`src/rtl/vliw_pipe_stage.sv`:
```
// vliw_pipe_stage: multi-slot VLIW pipeline register with skid buffer, flush, per-slot kill and stall counter
module vliw_pipe_stage #(
  parameter int WIDTH  = 32,
  parameter int CTRL_W = 16,
  parameter int SLOTS  = 2,
  parameter int CNT_W  = 8
) (
  input  logic                      clk,
  input  logic                      reset,
  input  logic                      in_valid,
  output logic                      in_ready,
  input  logic [SLOTS*WIDTH-1:0]    in_data,
  input  logic [SLOTS*CTRL_W-1:0]   in_ctrl,
  input  logic [SLOTS-1:0]          in_kill,
  input  logic                      flush,
  output logic                      out_valid,
  input  logic                      out_ready,
  output logic [SLOTS*WIDTH-1:0]    out_data,
  output logic [SLOTS*CTRL_W-1:0]   out_ctrl,
  output logic [SLOTS-1:0]          out_slot_valid,
  output logic [CNT_W-1:0]          stall_cnt
);
  localparam int DW = SLOTS * WIDTH;
  localparam int CW = SLOTS * CTRL_W;
  logic             main_v_q, main_v_d, skid_v_q, skid_v_d, in_ready_q, in_ready_d;
  logic [DW-1:0]    main_data_q, main_data_d, skid_data_q, skid_data_d;
  logic [CW-1:0]    main_ctrl_q, main_ctrl_d, skid_ctrl_q, skid_ctrl_d, cap_ctrl;
  logic [SLOTS-1:0] main_sv_q, main_sv_d, skid_sv_q, skid_sv_d;
  logic [CNT_W-1:0] stall_cnt_q, stall_cnt_d;
  logic             acc, xfer;
  assign acc  = in_valid & in_ready_q;
  assign xfer = main_v_q & out_ready;
  for (genvar k = 0; k < SLOTS; k++) begin : g_cap
    assign cap_ctrl[k*CTRL_W +: CTRL_W] = in_kill[k] ? '0 : in_ctrl[k*CTRL_W +: CTRL_W];
  end
  // Main ctrl/slot-valid are cleared whenever main empties, so outputs need no gating.
  always_comb begin
    main_v_d    = main_v_q;
    main_data_d = main_data_q;
    main_ctrl_d = main_ctrl_q;
    main_sv_d   = main_sv_q;
    skid_v_d    = skid_v_q;
    skid_data_d = skid_data_q;
    skid_ctrl_d = skid_ctrl_q;
    skid_sv_d   = skid_sv_q;
    if (flush) begin
      main_v_d    = 1'b0;
      skid_v_d    = 1'b0;
      main_ctrl_d = '0;
      main_sv_d   = '0;
    end else if (skid_v_q) begin
      if (xfer) begin
        main_data_d = skid_data_q;
        main_ctrl_d = skid_ctrl_q;
        main_sv_d   = skid_sv_q;
        skid_v_d    = 1'b0;
      end
    end else if (!main_v_q || xfer) begin
      main_v_d    = acc;
      main_data_d = acc ? in_data : main_data_q;
      main_ctrl_d = acc ? cap_ctrl : '0;
      main_sv_d   = acc ? ~in_kill : '0;
    end else if (acc) begin
      skid_v_d    = 1'b1;
      skid_data_d = in_data;
      skid_ctrl_d = cap_ctrl;
      skid_sv_d   = ~in_kill;
    end
    in_ready_d  = ~skid_v_d;
    stall_cnt_d = (flush || xfer) ? '0 :
                  (main_v_q && !out_ready && stall_cnt_q != '1) ? stall_cnt_q + CNT_W'(1) : stall_cnt_q;
  end
  always_ff @(posedge clk) begin
    if (reset) begin
      main_v_q    <= 1'b0;
      skid_v_q    <= 1'b0;
      in_ready_q  <= 1'b1;
      main_data_q <= '0;
      main_ctrl_q <= '0;
      main_sv_q   <= '0;
      skid_data_q <= '0;
      skid_ctrl_q <= '0;
      skid_sv_q   <= '0;
      stall_cnt_q <= '0;
    end else begin
      main_v_q    <= main_v_d;
      skid_v_q    <= skid_v_d;
      in_ready_q  <= in_ready_d;
      main_data_q <= main_data_d;
      main_ctrl_q <= main_ctrl_d;
      main_sv_q   <= main_sv_d;
      skid_data_q <= skid_data_d;
      skid_ctrl_q <= skid_ctrl_d;
      skid_sv_q   <= skid_sv_d;
      stall_cnt_q <= stall_cnt_d;
    end
  end
  assign in_ready       = in_ready_q;
  assign out_valid      = main_v_q;
  assign out_data       = main_data_q;
  assign out_ctrl       = main_ctrl_q;
  assign out_slot_valid = main_sv_q;
  assign stall_cnt      = stall_cnt_q;
endmodule

```
`config.mk`:
```
export PLATFORM = sky130hd
export DESIGN_NAME = vliw_pipe_stage
export DESIGN_NICKNAME = d
export VERILOG_FILES = /design/src/rtl/vliw_pipe_stage.sv
export SDC_FILE = /design/constraint.sdc
export NUM_CORES = 1
export LEC_CHECK = 0
export CORE_ASPECT_RATIO = 0.6
export CORE_MARGIN = 3
export CORE_UTILIZATION = 40
export DETAILED_ROUTE_END_ITERATION = 8
export PLACE_DENSITY = 0.64
export SLEW_MARGIN = 20
export SYNTH_ARGS = -nofsm -noshare
export SYNTH_HDL_FRONTEND = slang
export SYNTH_SLANG_ARGS = --single-unit
```
`constraint.sdc`:
```
create_clock -name clk -period 2.6 [get_ports clk]
set_input_delay 0.26 -clock clk [delete_from_list [all_inputs] [get_ports clk]]
set_output_delay 0.26 -clock clk [all_outputs]
set_load 0.01 [all_outputs]
```
Word-level counts from Yosys, hierarchy flattened. Index checks and enable logic that the tools add are counted.

Add/subtract/negate cells: 1. Multiply operators: 0. Div/mod/pow operators: 0. Magnitude comparators: 0. Eq/ne operators: 2. Shift operators: 0. Muxes and demuxes: 19. Bitwise gates (word level): 7. Reductions and logical operators: 14.

Operator list (number): two-way mux 64 bit (4); two-way mux 32 bit (4); two-way mux 16 bit (2); adder 8 x 1 -> 8 bit (second input constant) (1); two-way mux 2 bit (4); != test 8 bit (second input constant) (1); AND reduction 4 bit (2); two-way mux 1 bit (5); NOT 1 bit (4); AND reduction 2 bit (2); nonzero test 2 bit (2); OR reduction 2 bit (2); AND 1 bit (2); logical AND 1 bit (2); logical NOT 1 bit (2); logical OR 1 bit (2); != test 2 x 1 -> 1 bit (second input constant) (1); NOT 2 bit (1).

Register bits: 207. Latch bits: 0. Bits in writable memories: 0. Memory bits (read-only): 0. Input port bits: 103. Output and inout port bits: 108. Logic and storage cells: 53. Memories: 0.

Depth between registers and ports, before layout. Gate-level depths: netlist (run 1).

Depth in word-level cells: 6. Depth in mapped cells: 6. Depth with buffers taken out: 4.

Least setup slack after synthesis (run 1). Ideal clock, no wire load.

Path type: register -> register. Start: reg skid_v_q. End: reg main_data_q[0] (netlist: out_data[0]). Arrival time: 1477 ps. Path slack: 1002 ps. Stages on the path, launching flop included: 7. Period minus slack after synthesis: 1598 ps. Cell sequence: dfxtp_1 buf_2 nand3b_4 a211o_1 buf_4 buf_6 mux2_4.

Word-level cells in the longest chain between the ends: 2.

RTL lines: start: declaration (RTL line 25) `logic main_v_q, main_v_d, skid_v_q, skid_v_d, in_ready_q, in_ready_d;`; start signal: assignment (RTL line 87) `skid_v_q <= skid_v_d;`; != test 2 x 1 -> 1 bit (no source line) / nonzero test 2 bit (equally long branches); AND reduction 4 bit (no source line); end signal: assignment (RTL line 89) `main_data_q <= main_data_d;`; end: declaration (RTL line 26) `logic [DW-1:0] main_data_q, main_data_d, skid_data_q, skid_data_d;`.

Parallel ways exist; a longest one is shown, timed or not. A chain may end at the register's enable or synchronous reset.

Final worst setup path (run 1).
Start: reg main_v_q (netlist: out_valid). End: out out_valid.

RTL lines: start: declaration (RTL line 25); start signal: assignment (RTL line 86) `main_v_q <= main_v_d;`; end: declaration (RTL line 16) `output logic out_valid,`.

No word-level cell between the ends.

==> out/summary.txt, run 1 <==
Leak: 0.00437 uW
HPWL after DPL: 16,700 microns
Met1 WL: 14,300 microns
Worst Setup End Kind: output pin
First-pass GRT wire length: 42,800 microns
Fillcell total: 2,013
Row cnt: 42
Sw power: 1730 uW
Post-synth EDFFs: 0
RSZ-0062 raised after global routing: false
Router iterations before antenna repair: 7
Clk_lat worst skew: 0.49 ns
Met3 routed WL: 1540 microns
Max Fclk: 499 MHz
RD Place Congestion: 0.757
Seq/Total Area, Yosys: 44.1%
Internal Power: 5270 uW
Final wirelength: 27,100 microns
NumNets Final: 1,281
CORE AREA: 0.0225 sq mm
Count of cells resized by post-cts repair: 0
Syn avg cell area: 9.15 sq um
CP max FO: 16
Cts hold-fix bufs: 0
Setup Viol. Count Final: 0
Predominant post-synthesis flop cell: dfxtp_1
Clock period minus worst slack: 2.00 ns
HP Class: input port to flop
Drt first-iter violations: 581
Largest net degree at the start of global routing: 100
Worst EP required: 2.34 ns
Met2 routed WL: 11,000 microns
Number of global-route vias before repair: 7,508
Area growth syn-to-layout: 31.8%
Critical-path cell list: clkdlybuf4s50_1
Commonest non-fill, non-tap cells in the layout: clkdlybuf4s50_1 (209), dfxtp_1 (206), a21oi_1 (105)
GR Util All Layers: 20.4%
Antenna viol nets, final: 0
Tcrit/Tclk final: 77.1%
Commonest non-fill, non-tap cell in the layout: clkdlybuf4s50_1
Fin worst setup slack: 0.597 ns
Critical path launch point type: flop
# Post-CTS Setup Buffers: 0
Crit Path Class: flop to output pin
Worst EP arrival: 1.74 ns
Height of the die: 125 microns
Initial Util: 41.7%
Post-Synthesis Net Count: 1,132
Crit-path leading delay family: buffers and inverters
Pwr per Cell Area: 565 mW/mm^2
Flop pwr share: 47.2%
Final hold viol count: 0
Max layer used: met5
Cells after Synth: 1,028
Count of unique library cells instantiated by Yosys: 38
Async S/R FF share, synth: 0%
Slew @ Worst Pin: 0.751 ns
YS warnings: 0
Register bit total from synthesis: 207
Initial antenna violation count: 2
Sw frac: 24.7%
IR drop worst, VDD: 341 uV
Ant. Diodes: 0
Worst slew margin: 49.6%
WP buf/inv: 1
Power share of the combinational group: 13.1%
CP max-delay cell: clkdlybuf4s50_1
Clk root buf: clkbuf_16
H-tree depth: 1
Skew final: 0.0122 ns
Synthesized area: 0.00941 sq mm
Clock slew at reported path FFs: 0.06 ns
CTS Buffer Depth: 3
Routed len/inst: 18.2 microns
I/O Pins: 211
Area after DPL: 0.0118 sq mm
CTS sink count: 207
DP Worst Slack: 0.449 ns
GRT Residual Overflow: 0
CP max stage delay: 0.65 ns
Drt via density: 5.44
Share of cells above drive strength 1: 10.8%
Register area: 0.00415 sq mm
Area occupied by multi-input gates: 0.00481 sq mm
Die X-Extent: 204 microns
Flop-to-flop setup slack: 0.68 ns
Num CTS Buffers: 21
TritonCTS clock tree: yes
Fin area: 0.0124 sq mm
Count of pins over their slew limit: 0
Power, Total: 7000 uW
Die ar.: 0.0254 sq mm
Clock Power Share: 39.7%
Hold_ws: 0.208 ns
Status: complete, no violations
Setup TNS: 0 ns
DRC: 0
Vias: 8,121
Max cap viols: 0
Port Buffers: 210
-- synthesized netlist by cell type, types with 32 or more instances --
cell type | n | area (sq um)
a21oi_1 | 105 | 526
nor3_1 | 34 | 170
mux2_4 | 60 | 901
dfxtp_1 | 207 | 4140
o21ai_0 | 98 | 490
nor2_1 | 66 | 248
a22oi_1 | 32 | 240
nand3_1 | 99 | 495
nor2b_1 | 66 | 413
clkbuf_1 | 75 | 282
a211oi_1 | 40 | 300
mux2i_1 | 67 | 671
-- routing by layer --
metal	vias up	track usage, %
li1	3953	-
met1	3915	32.6
met2	220	28.3
met3	29	3.87
met4	4	3.19
met5	-	0
-- kinds of logic (layout without fill, tap and decap cells) --
kind of cell	count (synthesis)	in the layout	synth area share [%]
adders and majority gates	1	1	0.133
muxes	131	131	17.2
buffers and inverters	113	271	5.37
and+or+nand+nor	293	293	16.1
AOI/OAI and AO/OA	283	283	17.2
DFF	207	207	44.1
-- power by group through the flow --
stage	combinational, uW	sequential, uW	clock (uW)
3_3_place_gp	910	3380	0
5_1_grt	986	3310	2960
6_report	917	3310	2780
4_1_cts	919	3310	2840
2_1_floorplan	425	3400	0
3_5_place_dp	916	3370	0
-- cell type report --
cell class                      instances  area share (%)
Multi-Input combinational cell        708            38.8
Timing Repair Buffer                  236            19.8
Tap cell                              308            3.11
Inverter                                3          0.0908
Sequential cell                       207            33.5
Clock inverter                          3           0.182
Clock buffer                           29            4.64
-- per-stage QoR --
stage | util, % | instances
finish | 55.0 | 1494
global route | 55.0 | 1494
CTS | 55.0 | 1494
detailed placement | 52.3 | 1462
global placement | 52.3 | 1462
floorplan | - | 1028
-- registers in the layout, summed over array words and instances, names as in the netlist --
name            cells
skid_data_q        64
in_ready            1
out_ctrl           32
skid_sv_q           2
out_slot_valid      2
skid_ctrl_q        32
out_data           64
out_valid           1
stall_cnt           8
skid_v_q            1
-- path summary, 6_finish.rpt --
path / start / to / cells past startpoint
worst max-delay path: out_valid / out_valid / 1
worst min-delay path: reset / skid_ctrl_q[28] / 2
worst max register to register: out_valid / out_data[39] / 4
worst min register to register: skid_data_q[60] / skid_data_q[60] / 2
Power figures use the tool's default switching activity.
==> inputs of run 2 (changes only) <==
Clock period 2.6 ns to 1.97 ns, I/O delays scaled along.
==> run 2 against run 1 <==
- wire length down 1.2%
- worst hold slack better by 0.089 ns
- clock power up 33%
- cell area up 0.96%
- flip-flop and latch count unchanged
- non-clock buffer count up 8
- global-route usage up 0.057 points
- total power up 33%
- clock skew down 0.0052 ns
- register-to-register slack worse by 0.44 ns
- critical endpoint unchanged
==> out/summary.txt, run 2 (synthesis results as in run 1) <==
Status: complete, no violations
GRT Residual Overflow: 0 (unchanged)
First-pass GRT wire length: 43,000 microns (+0.43%)
Worst EP required: 1.77 ns (-0.57 ns)
Count of pins over their slew limit: 0 (unchanged)
Setup Viol. Count Final: 0 (unchanged)
Drt first-iter violations: 568 (-2.2%)
Critical path launch point type: flop
H-tree depth: 1 (unchanged)
Routed len/inst: 17.8 microns (-1.7%)
Largest net degree at the start of global routing: 124 (+24%)
CP max FO: 10 (-6)
Clk root buf: clkbuf_16
Final wirelength: 26,800 microns (-1.2%)
Die X-Extent: 204 microns (unchanged)
Skew final: 0.00695 ns (-0.00522 ns)
I/O Pins: 211 (unchanged)
Share of cells above drive strength 1: 11.7% (+0.86 points)
GR Util All Layers: 20.4% (+0.057 points)
Max Fclk: 547 MHz
Slew @ Worst Pin: 0.545 ns (-0.206 ns)
IR drop worst, VDD: 450 uV (+32%)
Clock period minus worst slack: 1.83 ns
Crit Path Class: flop to output pin
Clock slew at reported path FFs: 0.07 ns (about the same)
Ant. Diodes: 0 (unchanged)
NumNets Final: 1,288 (+0.55%)
Number of global-route vias before repair: 7,794 (+3.8%)
RSZ-0062 raised after global routing: false
RD Place Congestion: 0.778 (+2.8%)
Tcrit/Tclk final: 92.9%
Pwr per Cell Area: 742 mW/mm^2 (+31%)
HPWL after DPL: 16,400 microns (-1.9%)
Antenna viol nets, final: 0 (unchanged)
Die ar.: 0.0254 sq mm (unchanged)
HP Class: input port to flop
Max cap viols: 0 (unchanged)
Clk_lat worst skew: 0.48 ns (about the same)
Drt via density: 5.41 (-0.43%)
Port Buffers: 210 (unchanged)
Power, Total: 9290 uW (+33%)
Worst slew margin: 63.7% (+14 points)
Worst EP arrival: 1.63 ns (-0.11 ns)
Initial antenna violation count: 3 (+1)
CTS Buffer Depth: 3 (unchanged)
Initial Util: 41.7% (unchanged)
Final hold viol count: 0 (unchanged)
Critical-path cell list: buf_4 > clkdlybuf4s50_1
Leak: 0.00443 uW (+1.4%)
Row cnt: 42 (unchanged)
CTS sink count: 207 (unchanged)
CP max stage delay: 0.55 ns (-0.10 ns)
DRC: 0 (unchanged)
CORE AREA: 0.0225 sq mm (unchanged)
Num CTS Buffers: 20 (-4.8%)
Vias: 8,124 (+0.037%)
Fillcell total: 2,023 (+0.50%)
Commonest non-fill, non-tap cell in the layout: clkdlybuf4s50_1
Height of the die: 125 microns (unchanged)
Router iterations before antenna repair: 5 (-2)
Commonest non-fill, non-tap cells in the layout: clkdlybuf4s50_1 (209), dfxtp_1 (205), a21oi_1 (105)
TritonCTS clock tree: yes
Area growth syn-to-layout: 33.1%
CP max-delay cell: clkdlybuf4s50_1
# Post-CTS Setup Buffers: 0 (unchanged)
Worst Setup End Kind: output pin
Setup TNS: 0 ns (unchanged)
## run 2: path summary, 6_finish.rpt
check / slack [ns] / endpoint / from / depth (start not counted)
setup / recovery: 0.14 / out_valid / out_valid / 2
hold / removal: 0.30 / skid_data_q[20] / in_data[20] / 3
setup reg to reg: 0.24 / out_data[58] / skid_v_q / 4
hold reg to reg: 0.47 / skid_data_q[2] / skid_data_q[2] / 2
## run 2: worst max-delay path: cells and delay by family (launching register included)
| kind | cells | cell delay (ns) |
|---|---|---|
| buffers and inverters | 2 | 0.73 |
| flip-flops | 1 | 0.41 |
## run 2: cell type report
type | count | area (sq um) | area share (%)
clock buffers | 29 | 616 | 4.92
clock inverters | 2 | 12.5 | 0.100
inverters | 3 | 11.3 | 0.0900
multi-input cells | 708 | 4810 | 38.4
flip-flops and latches | 207 | 4150 | 33.1
well taps | 308 | 385 | 3.08
repair buffers | 244 | 2540 | 20.3
## run 2: metal layers
| metal | part of all wire, % | global-route usage [%] | routed length [microns] | up-vias |
|---|---|---|---|---|
| met4 | 1.5 | 3.44 | 394 | 6 |
| li1 | - | - | - | 3971 |
| met5 | 0.14 | 0 | 38 | - |
| met1 | 51 | 30.7 | 13500 | 3892 |
| met3 | 6.1 | 4.36 | 1630 | 36 |
| met2 | 42 | 30.4 | 11200 | 219 |
## run 2: where the power goes
group | internal, uW | switching (uW) | total, uW | leakage, uW
registers | 4300 | 66.0 | 4360 | 0.00168
logic | 642 | 576 | 1220 | 0.00245
clock network | 2150 | 1560 | 3710 | 0.000308
## run 2: what timing repair did
action                                 CTS  global route
setup endpoints to repair                1             0
hold buffers                             1             0
gates resized for setup                  1             0
endpoints found under the hold margin    5             0
## run 2: metrics by stage
| step | hold WS, ns | utilization [%] | instances | instance area [sq um] | setup slack, ns |
|---|---|---|---|---|---|
| global placement | 0.432 | 52.7 | 1469 | 11900 | 0.0365 |
| detailed placement | 0.438 | 52.7 | 1469 | 11900 | 0.0209 |
| finish | 0.298 | 55.5 | 1501 | 12500 | 0.141 |
| floorplan | 0.345 | - | 1028 | 9410 | 0.372 |
| CTS | 0.278 | 55.5 | 1501 | 12500 | 0.111 |
| global route | 0.298 | 55.5 | 1501 | 12500 | 0.0783 |
==> inputs of run 3 (changes only) <==
Settings changed: HOLD_SLACK_MARGIN from default to 0.03, SLEW_MARGIN 20 to default.
==> results of run 3 <==
Final layout, timing and power as in run 2 (identical DEF).
